**config.mk**
```make
export PLATFORM = sky130hd
export DESIGN_NAME = orsram_seq_ctrl_flat
export DESIGN_NICKNAME = d
export VERILOG_FILES = /design/src/rtl/orsram_seq_ctrl_if.sv /design/src/rtl/orsram_seq_ctrl.sv /design/src/flat_wrapper.sv
export SDC_FILE = /design/constraint.sdc
export NUM_CORES = 1
export LEC_CHECK = 0
export BUFFER_PORTS_ARGS = -buffer_cell sky130_fd_sc_hd__buf_2
export CAP_MARGIN = 20
export CORE_MARGIN = 2
export CORE_UTILIZATION = 55
export DETAILED_ROUTE_END_ITERATION = 7
export PLACE_DENSITY = 0.8
export SYNTH_ARGS = -nofsm -noshare
export SYNTH_HDL_FRONTEND = slang
export SYNTH_SLANG_ARGS = --single-unit
```
**constraint.sdc**
```tcl
create_clock -name clk -period 3.7 [get_ports clk]
set_input_delay 0.185 -clock clk [delete_from_list [all_inputs] [get_ports clk]]
set_output_delay 0.185 -clock clk [all_outputs]
set_load 0.1 [all_outputs]
```
**src/rtl/orsram_seq_ctrl_if.sv**
```systemverilog
`default_nettype none
`ifndef SRAM_NUM
`define SRAM_NUM 8
`endif
// ============================================================================
// Module   : orsram_seq_ctrl_if
// Desc     : Stream, readback and SRAM-bank signal bundle for orsram_seq_ctrl.
// Revision : 1.0 - initial release
// ============================================================================
interface orsram_seq_ctrl_if #(
    parameter int NUM    = `SRAM_NUM,
    parameter int ADDR_W = 7,
    parameter int DATA_W = 8
) ();
    logic                     start;
    logic [ADDR_W-1:0]        frame_len;
    logic                     in_valid;
    logic                     in_ready;
    logic [NUM*DATA_W-1:0]    in_data;
    logic [NUM-1:0]           in_mask;
    logic                     wr_done;
    logic                     rd_start;
    logic                     out_valid;
    logic                     out_ready;
    logic [NUM*DATA_W-1:0]    out_data;
    logic                     rd_done;
    logic                     busy;
    logic                     sram_cen;
    logic [NUM-1:0]           sram_wen;
    logic [NUM*ADDR_W-1:0]    sram_a;
    logic [NUM*DATA_W-1:0]    sram_d;
    logic [NUM*DATA_W-1:0]    sram_q;

    // master: producer/consumer environment plus the SRAM array read port
    modport master (
        output start, frame_len, in_valid, in_data, in_mask, rd_start, out_ready, sram_q,
        input  in_ready, wr_done, out_valid, out_data, rd_done, busy,
               sram_cen, sram_wen, sram_a, sram_d
    );

    modport slave (
        input  start, frame_len, in_valid, in_data, in_mask, rd_start, out_ready, sram_q,
        output in_ready, wr_done, out_valid, out_data, rd_done, busy,
               sram_cen, sram_wen, sram_a, sram_d
    );
endinterface
`default_nettype wire

```
**src/rtl/orsram_seq_ctrl.sv**
```systemverilog
`default_nettype none
`ifndef SRAM_NUM
`define SRAM_NUM 8
`endif
// ============================================================================
// Module   : orsram_seq_ctrl
// Desc     : Writes one frame into the output-result SRAM banks, then streams it
//            back through a credit-controlled 4-entry FIFO.
// Revision : 1.0 - initial release
// ============================================================================
module orsram_seq_ctrl #(
    parameter int NUM    = `SRAM_NUM,
    parameter int ADDR_W = 7,
    parameter int DATA_W = 8,
    parameter int DEPTH  = 128
) (
    input  wire logic          clk,
    input  wire logic          rst_n,
    orsram_seq_ctrl_if.slave   bus
);

    localparam int                 c_CNT_W   = ADDR_W + 1;
    localparam logic [c_CNT_W-1:0] c_CNT_ONE = c_CNT_W'(1);
    localparam int                 c_WORD_W  = NUM * DATA_W;

    typedef enum logic [1:0] {
        S_IDLE  = 2'd0,
        S_WRITE = 2'd1,
        S_FULL  = 2'd2,
        S_READ  = 2'd3
    } state_t;

    state_t                 r_state;
    state_t                 w_state_nxt;

    logic [c_CNT_W-1:0]     r_len;
    logic [c_CNT_W-1:0]     r_wr_addr;
    logic [c_CNT_W-1:0]     r_rd_addr;
    logic [c_CNT_W-1:0]     r_pop_cnt;

    logic                   r_cen;
    logic [NUM-1:0]         r_wen;
    logic [ADDR_W-1:0]      r_a;
    logic [c_WORD_W-1:0]    r_d;
    logic                   r_wr_done;
    logic                   r_rd_done;

    // r_pres: read on the SRAM pins this cycle; r_cap: its data is on sram_q now
    logic                   r_pres;
    logic                   r_cap;

    logic [c_WORD_W-1:0]    r_mem [4];
    logic [1:0]             r_wp;
    logic [1:0]             r_rp;
    logic [2:0]             r_cnt;

    logic                   w_frame_start;
    logic                   w_wr_hs;
    logic                   w_wr_last;
    logic [3:0]             w_occ;
    logic                   w_rd_issue;
    logic                   w_out_valid;
    logic                   w_pop;
    logic                   w_rd_last;
    logic [c_CNT_W-1:0]     w_len_in;

    assign w_len_in      = (bus.frame_len == '0) ? c_CNT_W'(DEPTH) : {1'b0, bus.frame_len};
    assign w_frame_start = (r_state == S_IDLE) && bus.start;
    assign w_wr_hs       = (r_state == S_WRITE) && bus.in_valid;
    assign w_wr_last     = w_wr_hs && (r_wr_addr == r_len - c_CNT_ONE);

    // Credits cover FIFO entries plus the two read-pipeline stages
    assign w_occ         = 4'(r_cnt) + 4'(r_pres) + 4'(r_cap);
    assign w_rd_issue    = ((r_state == S_FULL) && bus.rd_start) ||
                           ((r_state == S_READ) && (r_rd_addr < r_len) && (w_occ < 4'd4));

    assign w_out_valid   = (r_cnt != 3'd0);
    assign w_pop         = w_out_valid && bus.out_ready;
    assign w_rd_last     = w_pop && (r_pop_cnt == r_len - c_CNT_ONE);

    always_ff @(posedge clk or negedge rst_n) begin
        if (!rst_n) begin
            r_state <= S_IDLE;
        end else begin
            r_state <= w_state_nxt;
        end
    end

    always_comb begin
        w_state_nxt = r_state;
        case (r_state)
            S_IDLE:  if (bus.start)    w_state_nxt = S_WRITE;
            S_WRITE: if (w_wr_last)    w_state_nxt = S_FULL;
            S_FULL:  if (bus.rd_start) w_state_nxt = S_READ;
            S_READ:  if (w_rd_last)    w_state_nxt = S_IDLE;
            default:                   w_state_nxt = S_IDLE;
        endcase
    end

    always_ff @(posedge clk or negedge rst_n) begin
        if (!rst_n) begin
            r_len     <= '0;
            r_wr_addr <= '0;
            r_rd_addr <= '0;
            r_pop_cnt <= '0;
            r_cen     <= 1'b1;
            r_wen     <= '1;
            r_a       <= '0;
            r_d       <= '0;
            r_wr_done <= 1'b0;
            r_rd_done <= 1'b0;
            r_pres    <= 1'b0;
            r_cap     <= 1'b0;
        end else begin
            r_wr_done <= w_wr_last;
            r_rd_done <= w_rd_last;
            r_cen     <= 1'b1;
            r_wen     <= '1;
            r_pres    <= w_rd_issue;
            r_cap     <= r_pres;

            if (w_frame_start) begin
                r_len     <= w_len_in;
                r_wr_addr <= '0;
                r_rd_addr <= '0;
                r_pop_cnt <= '0;
            end

            // An all-zero mask still consumes an address slot, it just skips the access
            if (w_wr_hs) begin
                r_cen     <= (bus.in_mask == '0);
                r_wen     <= ~bus.in_mask;
                r_a       <= r_wr_addr[ADDR_W-1:0];
                r_d       <= bus.in_data;
                r_wr_addr <= r_wr_addr + c_CNT_ONE;
            end

            if (w_rd_issue) begin
                r_cen     <= 1'b0;
                r_wen     <= '1;
                r_a       <= r_rd_addr[ADDR_W-1:0];
                r_rd_addr <= r_rd_addr + c_CNT_ONE;
            end

            if (w_pop) begin
                r_pop_cnt <= r_pop_cnt + c_CNT_ONE;
            end
        end
    end

    always_ff @(posedge clk or negedge rst_n) begin
        if (!rst_n) begin
            for (int j = 0; j < 4; j++) begin
                r_mem[j] <= '0;
            end
            r_wp  <= '0;
            r_rp  <= '0;
            r_cnt <= '0;
        end else begin
            if (r_cap) begin
                r_mem[r_wp] <= bus.sram_q;
                r_wp        <= r_wp + 2'd1;
            end
            if (w_pop) begin
                r_rp <= r_rp + 2'd1;
            end
            case ({r_cap, w_pop})
                2'b10:   r_cnt <= r_cnt + 3'd1;
                2'b01:   r_cnt <= r_cnt - 3'd1;
                default: r_cnt <= r_cnt;
            endcase
        end
    end

    assign bus.in_ready  = (r_state == S_WRITE);
    assign bus.busy      = (r_state != S_IDLE);
    assign bus.wr_done   = r_wr_done;
    assign bus.rd_done   = r_rd_done;
    assign bus.out_valid = w_out_valid;
    assign bus.out_data  = r_mem[r_rp];
    assign bus.sram_cen  = r_cen;
    assign bus.sram_wen  = r_wen;
    assign bus.sram_a    = {NUM{r_a}};
    assign bus.sram_d    = r_d;

endmodule
`default_nettype wire

```
**src/flat_wrapper.sv**
```systemverilog
// flat-port wrapper written by rule: the top's interface ports become plain ports
module orsram_seq_ctrl_flat 
#(
    parameter int NUM    = `SRAM_NUM,
    parameter int ADDR_W = 7,
    parameter int DATA_W = 8,
    parameter int DEPTH  = 128
)
  (clk, rst_n, bus_start, bus_frame_len, bus_in_valid, bus_in_data, bus_in_mask, bus_rd_start, bus_out_ready, bus_sram_q, bus_in_ready, bus_wr_done, bus_out_valid, bus_out_data, bus_rd_done, bus_busy, bus_sram_cen, bus_sram_wen, bus_sram_a, bus_sram_d);
  orsram_seq_ctrl_if #(.NUM(NUM), .ADDR_W(ADDR_W), .DATA_W(DATA_W)) bus_i ();
  input  wire logic clk;
  input  wire logic rst_n;
  input wire logic [$bits(bus_i.start)-1:0] bus_start;
  input wire logic [$bits(bus_i.frame_len)-1:0] bus_frame_len;
  input wire logic [$bits(bus_i.in_valid)-1:0] bus_in_valid;
  input wire logic [$bits(bus_i.in_data)-1:0] bus_in_data;
  input wire logic [$bits(bus_i.in_mask)-1:0] bus_in_mask;
  input wire logic [$bits(bus_i.rd_start)-1:0] bus_rd_start;
  input wire logic [$bits(bus_i.out_ready)-1:0] bus_out_ready;
  input wire logic [$bits(bus_i.sram_q)-1:0] bus_sram_q;
  output wire logic [$bits(bus_i.in_ready)-1:0] bus_in_ready;
  output wire logic [$bits(bus_i.wr_done)-1:0] bus_wr_done;
  output wire logic [$bits(bus_i.out_valid)-1:0] bus_out_valid;
  output wire logic [$bits(bus_i.out_data)-1:0] bus_out_data;
  output wire logic [$bits(bus_i.rd_done)-1:0] bus_rd_done;
  output wire logic [$bits(bus_i.busy)-1:0] bus_busy;
  output wire logic [$bits(bus_i.sram_cen)-1:0] bus_sram_cen;
  output wire logic [$bits(bus_i.sram_wen)-1:0] bus_sram_wen;
  output wire logic [$bits(bus_i.sram_a)-1:0] bus_sram_a;
  output wire logic [$bits(bus_i.sram_d)-1:0] bus_sram_d;
  assign bus_i.start = bus_start;
  assign bus_i.frame_len = bus_frame_len;
  assign bus_i.in_valid = bus_in_valid;
  assign bus_i.in_data = bus_in_data;
  assign bus_i.in_mask = bus_in_mask;
  assign bus_i.rd_start = bus_rd_start;
  assign bus_i.out_ready = bus_out_ready;
  assign bus_i.sram_q = bus_sram_q;
  assign bus_in_ready = bus_i.in_ready;
  assign bus_wr_done = bus_i.wr_done;
  assign bus_out_valid = bus_i.out_valid;
  assign bus_out_data = bus_i.out_data;
  assign bus_rd_done = bus_i.rd_done;
  assign bus_busy = bus_i.busy;
  assign bus_sram_cen = bus_i.sram_cen;
  assign bus_sram_wen = bus_i.sram_wen;
  assign bus_sram_a = bus_i.sram_a;
  assign bus_sram_d = bus_i.sram_d;
  orsram_seq_ctrl #(.NUM(NUM), .ADDR_W(ADDR_W), .DATA_W(DATA_W), .DEPTH(DEPTH)) u_core (.clk(clk), .rst_n(rst_n), .bus(bus_i));
endmodule
```
Yosys cells after proc, flatten, opt, wreduce, memory -nomap -nowiden
Index checks and enable logic that the tools add are counted.
Storage, ports and cells
  flip-flop bits (word level): 381
  input port bits: 149
  output and inout bits: 198
  word-level logic and storage cells: 93
Operators by class
  add/sub/neg operators: 10
  magnitude comparators: 5
  eq/ne operators: 11
  mux-type cells: 23
  bitwise logic cells: 3
  reduce and logical (&&, ||, !) cells: 21
Operators with widths (number)
  256-bit bitwise mux: 1
  64-bit 2-to-1 mux: 3
  64-bit binary-select mux with 2-bit select: 1
  64-bit demux with 2-bit select: 1
  8-bit 2-to-1 mux: 7
  8-bit by 1-bit adder with 8-bit output, second input constant: 3
  8-bit equality test: 2
  7-bit 2-to-1 mux: 2
  2-bit nonzero test: 6
  1-bit logical AND: 9
  8-bit logical NOT: 1
  8-bit < comparator: 1
  2-bit 2-to-1 mux: 4
  8-bit inverter: 1
  2-bit case mux with 4 select lines: 1
  8-bit by 1-bit subtractor with 8-bit output, second input constant: 1
  7-bit logical NOT: 1
  2-bit equality test, second input constant: 3
  3-bit greater-or-equal comparator, second input constant: 2
  2-bit inverter with 3-bit output: 2
  3-bit case mux with 2 select lines: 1
  2-bit by 1-bit adder with 2-bit output, second input constant: 2
  3-bit by 1-bit adder with 4-bit output: 1
  4-bit by 1-bit adder with 4-bit output: 1
  12 further kinds: 16

Depth between registers and ports, before layout
  word-level depth: 6
  mapped depth: 12
  gate-level depth less buffers: 9

Worst setup path after synthesis
No wires, ideal clock.
  kind: reg-to-reg
  start point: register u_core.r_cnt[0]
  end point: register u_core.r_state[1]
  library setup time: 0.125 ns
  data arrival time: 2.899 ns
  data required time: 3.575 ns
  path slack: 0.676 ns
  stages on the path, launching flop included: 8
  path buffers: 0
  clock period less this slack: 3.024 ns
  path through: dfrtp_1 > or3_1 > nand2_1 > nor3_1 > nand3_1 > or4_4 > a221oi_4 > mux2_4
Between the ends
  cells in the longest elaborated chain, start to end: 5
RTL lines
  from (decl): line orsram_seq_ctrl.sv:55  | logic [2:0] r_cnt;
  from (signal assigned): line orsram_seq_ctrl.sv:168  | 2'b10: r_cnt <= r_cnt + 3'd1;
  from (signal assigned): line orsram_seq_ctrl.sv:169  | 2'b01: r_cnt <= r_cnt - 3'd1;
  from (signal assigned): line orsram_seq_ctrl.sv:170  | default: r_cnt <= r_cnt;
  3-bit nonzero test: line orsram_seq_ctrl.sv:77  | assign w_out_valid = (r_cnt != 3'd0);
  named net bus_out_valid: line flat_wrapper.sv:23  | output wire logic [$bits(bus_i.out_valid)-1:0] bus_out_valid;
  1-bit logical AND: line orsram_seq_ctrl.sv:78  | assign w_pop = w_out_valid && bus.out_ready;
  1-bit logical AND: line orsram_seq_ctrl.sv:79  | assign w_rd_last = w_pop && (r_pop_cnt == r_len - c_CNT_ONE);
  2-bit by 1-bit != test with 1-bit output (no source line)
  4-bit AND reduction (no source line)
  to (signal assigned): line orsram_seq_ctrl.sv:85  | r_state <= w_state_nxt;
  to (decl): line orsram_seq_ctrl.sv:33  | state_t r_state;
The timed path passes the listed nets, and every way through them passes these cells.
A chain may end at the register's enable or synchronous reset.

Worst setup path in the final report
  start point: register u_core.r_len[0]
  end point: register u_core.r_state[1]
Between the ends
  cells in the longest elaborated chain, start to end: 5
  elaborated cells between the ends (all ways): 8
  those cells by class: add/sub: 1; eq/ne: 4; reduce/logical: 3
RTL lines
  from (decl): line orsram_seq_ctrl.sv:36  | logic [c_CNT_W-1:0] r_len;
  from (signal assigned): line orsram_seq_ctrl.sv:123  | r_len <= w_len_in;
  8-bit by 1-bit subtractor with 8-bit output (*): line orsram_seq_ctrl.sv:70, orsram_seq_ctrl.sv:79
  8-bit equality test, on equally long branches: line orsram_seq_ctrl.sv:79, orsram_seq_ctrl.sv:70
  1-bit logical AND, on equally long branches: line orsram_seq_ctrl.sv:79, orsram_seq_ctrl.sv:70
  2-bit by 1-bit != test with 1-bit output (no source line)
  4-bit AND reduction (no source line) (*)
Every way passes the cells marked *; elsewhere a longest branch is shown, timed or not.

==> flow_summary.yaml <==
timing:
  fin_crit_ns: 2.87
  slew-limit-headroom_pct: 28.6
  setup_viol: 0
  fin_worst_skew_ns: 0.0200
  timing.final.crit_share_pct: 77.4
  hold_viol_final: 0
  tightest_slew_ns: 1.07
  rsz0062_at_grt: "no"
  fmax_mhz: 349
  fin_tns_setup_ns: 0
  slew_violations: 0
layout:
  area_growth_pct: 27.5
  regArea_mm2: 0.00955
  nNetsFinal: 1883
  multi_input_area_mm2: 0.00680
  design_area_mm2: 0.0217
  drive_gt1_share_pct: 45.3
  fillers: 1928
  final_cells: 2138
power_and_ir_drop:
  sw_frac_of_total_pct: 47.1
  p_per_area_mw_per_mm2: 740
  p_sw_mw: 7.57
  power_frac_comb_pct: 43.7
  p_clk_share_pct: 26.0
  p_seq_share_pct: 30.3
  power.internal_mw: 8.49
  fin_total_pwr_mw: 16.1
  p_leak_nw: 10.2
  vdd_ir_drop_max_uv: 1130
status:
  status: "finished, final reports clean"
floorplanning:
  die_x_um: 180
  rows: 64
  die_area_mm2: 0.0324
  initial_core_util_pct: 55.8
  dieHeight_um: 180
  ios: 347
  coreArea_mm2: 0.0305
clock_tree:
  htreeDepth: 2
  cts_resized: 0
  cts-root-buf: "clkbuf_16"
  post_cts_buffers: 0
  cts_buffers: 40
  clk_pin_slew_ns: 0.06
  cts_tree: "done"
  ctsHoldBuffers: 144
  clockBufferDepth: 3
  worstSkewPairLatency_ns: 0.52
  numClockSinks: 381
grt:
  grt_pass1_vias: 12945
  antenna_found_initial: 2
  grt_max_degree: 139
  gr-total-overflow: 0
  grt_pass1_wl_mm: 71.8
  grt_usage_pct: 28.1
logic_synthesis:
  synth_top_flop_cell: "dfrtp_1"
  syn_nets: 1447
  synth.ff_latch_count: 381
  yosys_warnings: 0
  syn_area_mm2: 0.0170
  avgSynthCellArea_um2: 13.4
  ys_seq_area_share_pct: 56.1
  async_flop_share_pct: 100
  synth_edf_count: 0
  ys_types: 48
  synthCells: 1275
placement:
  dpl_cell_area_mm2: 0.0189
  place_inst: 1921
  placement.io_buffers: 346
  hpwl_mm: 27.4
  routabilityCongestion: 0.914
route:
  drc: 0
  viasPerCell: 5.69
  num_vias: 12167
  drtPass1Iterations: 5
  ant_nets: 0
  drt-initial-drc-count: 832
  wl_per_cell_um: 21.1
  routed_wl_mm: 45.2
worst_setup_path:
  worstSetupPathType: "flip-flop to flip-flop"
  crit_path_start_kind: "flip-flop"
  cp_max_fo: 7
  cp.required_ns: 4.10
  arrival_ns: 3.27
  end_kind: "flip-flop"
flow_run:
  maxCapViolations: 0
min_path:
  hp-class: "input port to flip-flop"
-- per-layer routing --
metal | GRT usage (%) | part of all wire (%)
met5 | 0 | 0
met2 | 47.7 | 49
met3 | 5.21 | 6.4
met1 | 34.0 | 38
met4 | 15.4 | 6.4
-- flip-flops by register name (all words and copies together) (netlist names) --
register,count
u_core.r_wr_addr,8
u_core.r_state,2
u_core.r_pres,1
u_core.bus.sram_cen,1
u_core.bus.rd_done,1
u_core.bus.wr_done,1
u_core.r_wp,2
u_core.r_cnt,3
u_core.r_len,8
u_core.r_pop_cnt,8
u_core.bus.sram_d,64
u_core.bus.sram_wen,8
u_core.r_cap,1
u_core.r_mem,256
u_core.r_rp,2
u_core.r_rd_addr,8
u_core.r_a,7
-- metrics by stage --
step / hold WS [ns] / setup WS, ns / util, %
floorplan: -0.111 / 0.676 / -
global placement: 0.347 / 0.925 / 61.9
detailed placement: 0.349 / 0.837 / 61.9
CTS: 0.104 / 0.818 / 71.1
global route: 0.152 / 0.711 / 71.1
finish: 0.127 / 0.834 / 71.1
-- power groups by stage --
stage | Sequential (mW) | Clock, mW | Combinational, mW
floorplan | 5.30 | 0 | 5.47
global placement | 4.92 | 0 | 6.82
detailed placement | 4.94 | 0 | 6.86
CTS | 4.86 | 4.23 | 7.00
global route | 4.92 | 4.43 | 7.21
finish | 4.87 | 4.17 | 7.01
-- cell usage after synthesis, drive strengths merged, types with 3 or more instances --
library cell | number | area share, %
a21oi | 15 | 0.44
a22oi | 6 | 0.26
a31o | 6 | 0.31
a31oi | 10 | 0.37
and3 | 5 | 0.18
buf | 61 | 2.5
clkbuf | 54 | 1.2
dfrtp | 372 | 55
dfstp | 9 | 1.4
ha | 22 | 1.6
inv | 24 | 0.53
mux2 | 264 | 17
mux2i | 3 | 0.18
mux4 | 64 | 8.5
nand2 | 232 | 5.1
nand2b | 7 | 0.26
nand3 | 23 | 0.68
nand4 | 8 | 0.33
nor2 | 11 | 0.26
nor3 | 5 | 0.21
nor4 | 4 | 0.18
o21ai | 23 | 0.68
or2 | 3 | 0.11
xnor2 | 17 | 0.96
xor2 | 10 | 0.51
-- area by class of cell --
type                            count  area share, %
Antenna cell                        2         0.0231
Clock buffer                       58           5.44
Clock inverter                     13          0.899
Inverter                           24          0.415
Multi-Input combinational cell    755           31.3
Sequential cell                   381           44.0
Tap cell                          396           2.28
Timing Repair Buffer              509           15.6
-- placed cells by master (no fill, tap or decap), types with 7 or more instances in the layout --
cell type and instances:
nand2_1 227, a21oi_1 15, nand3_1 23, mux2_2 263, clkbuf_1 8, buf_4 14
xor2_1 10, mux4_2 64, a31oi_1 10, inv_1 22, clkbuf_16 41, o21ai_0 21
buf_2 345, nor2_1 10, dfstp_2 9, clkbuf_8 9, nand4_1 7, dfrtp_1 370
ha_1 22, dlygate4sd3_1 144, xnor2_1 15, nand2b_1 7
-- cell families after synthesis --
kind of cell | synth area share, %
DFF | 56.1
muxes | 26.1
buffers and inverters | 4.19
adders and majority gates | 1.73
AOI/OAI and AO/OA | 2.43
and+or+nand+nor | 7.72
xor gates and xnor gates | 1.74
-- path summary, 6_finish.rpt --
check | from | slack, ns | cells after the start | end
worst max-delay path | u_core.r_len[0] | 0.83 | 9 | u_core.r_state[1]
worst min-delay path | bus_start | 0.13 | 4 | u_core.r_pop_cnt[7]
worst max register to register | u_core.r_len[0] | 0.83 | 9 | u_core.r_state[1]
worst min register to register | u_core.r_pres | 0.45 | 0 | u_core.r_cap
max in group asynchronous | rst_n | 2.25 | 3 | u_core.r_mem[48]
min in group asynchronous | rst_n | 0.37 | 2 | u_core.r_mem[207]
-- worst max-delay path, cell delays in order (launching register included) --
cell,delay [ns]
dfrtp_1,0.46
inv_1,0.09
ha_1,0.17
or3b_4,0.42
nor3_2,0.19
xnor3_1,0.17
nand2_1,0.06
or4_4,0.55
a221oi_4,0.30
mux2_4,0.33
(Power assumes the default switching activity.)
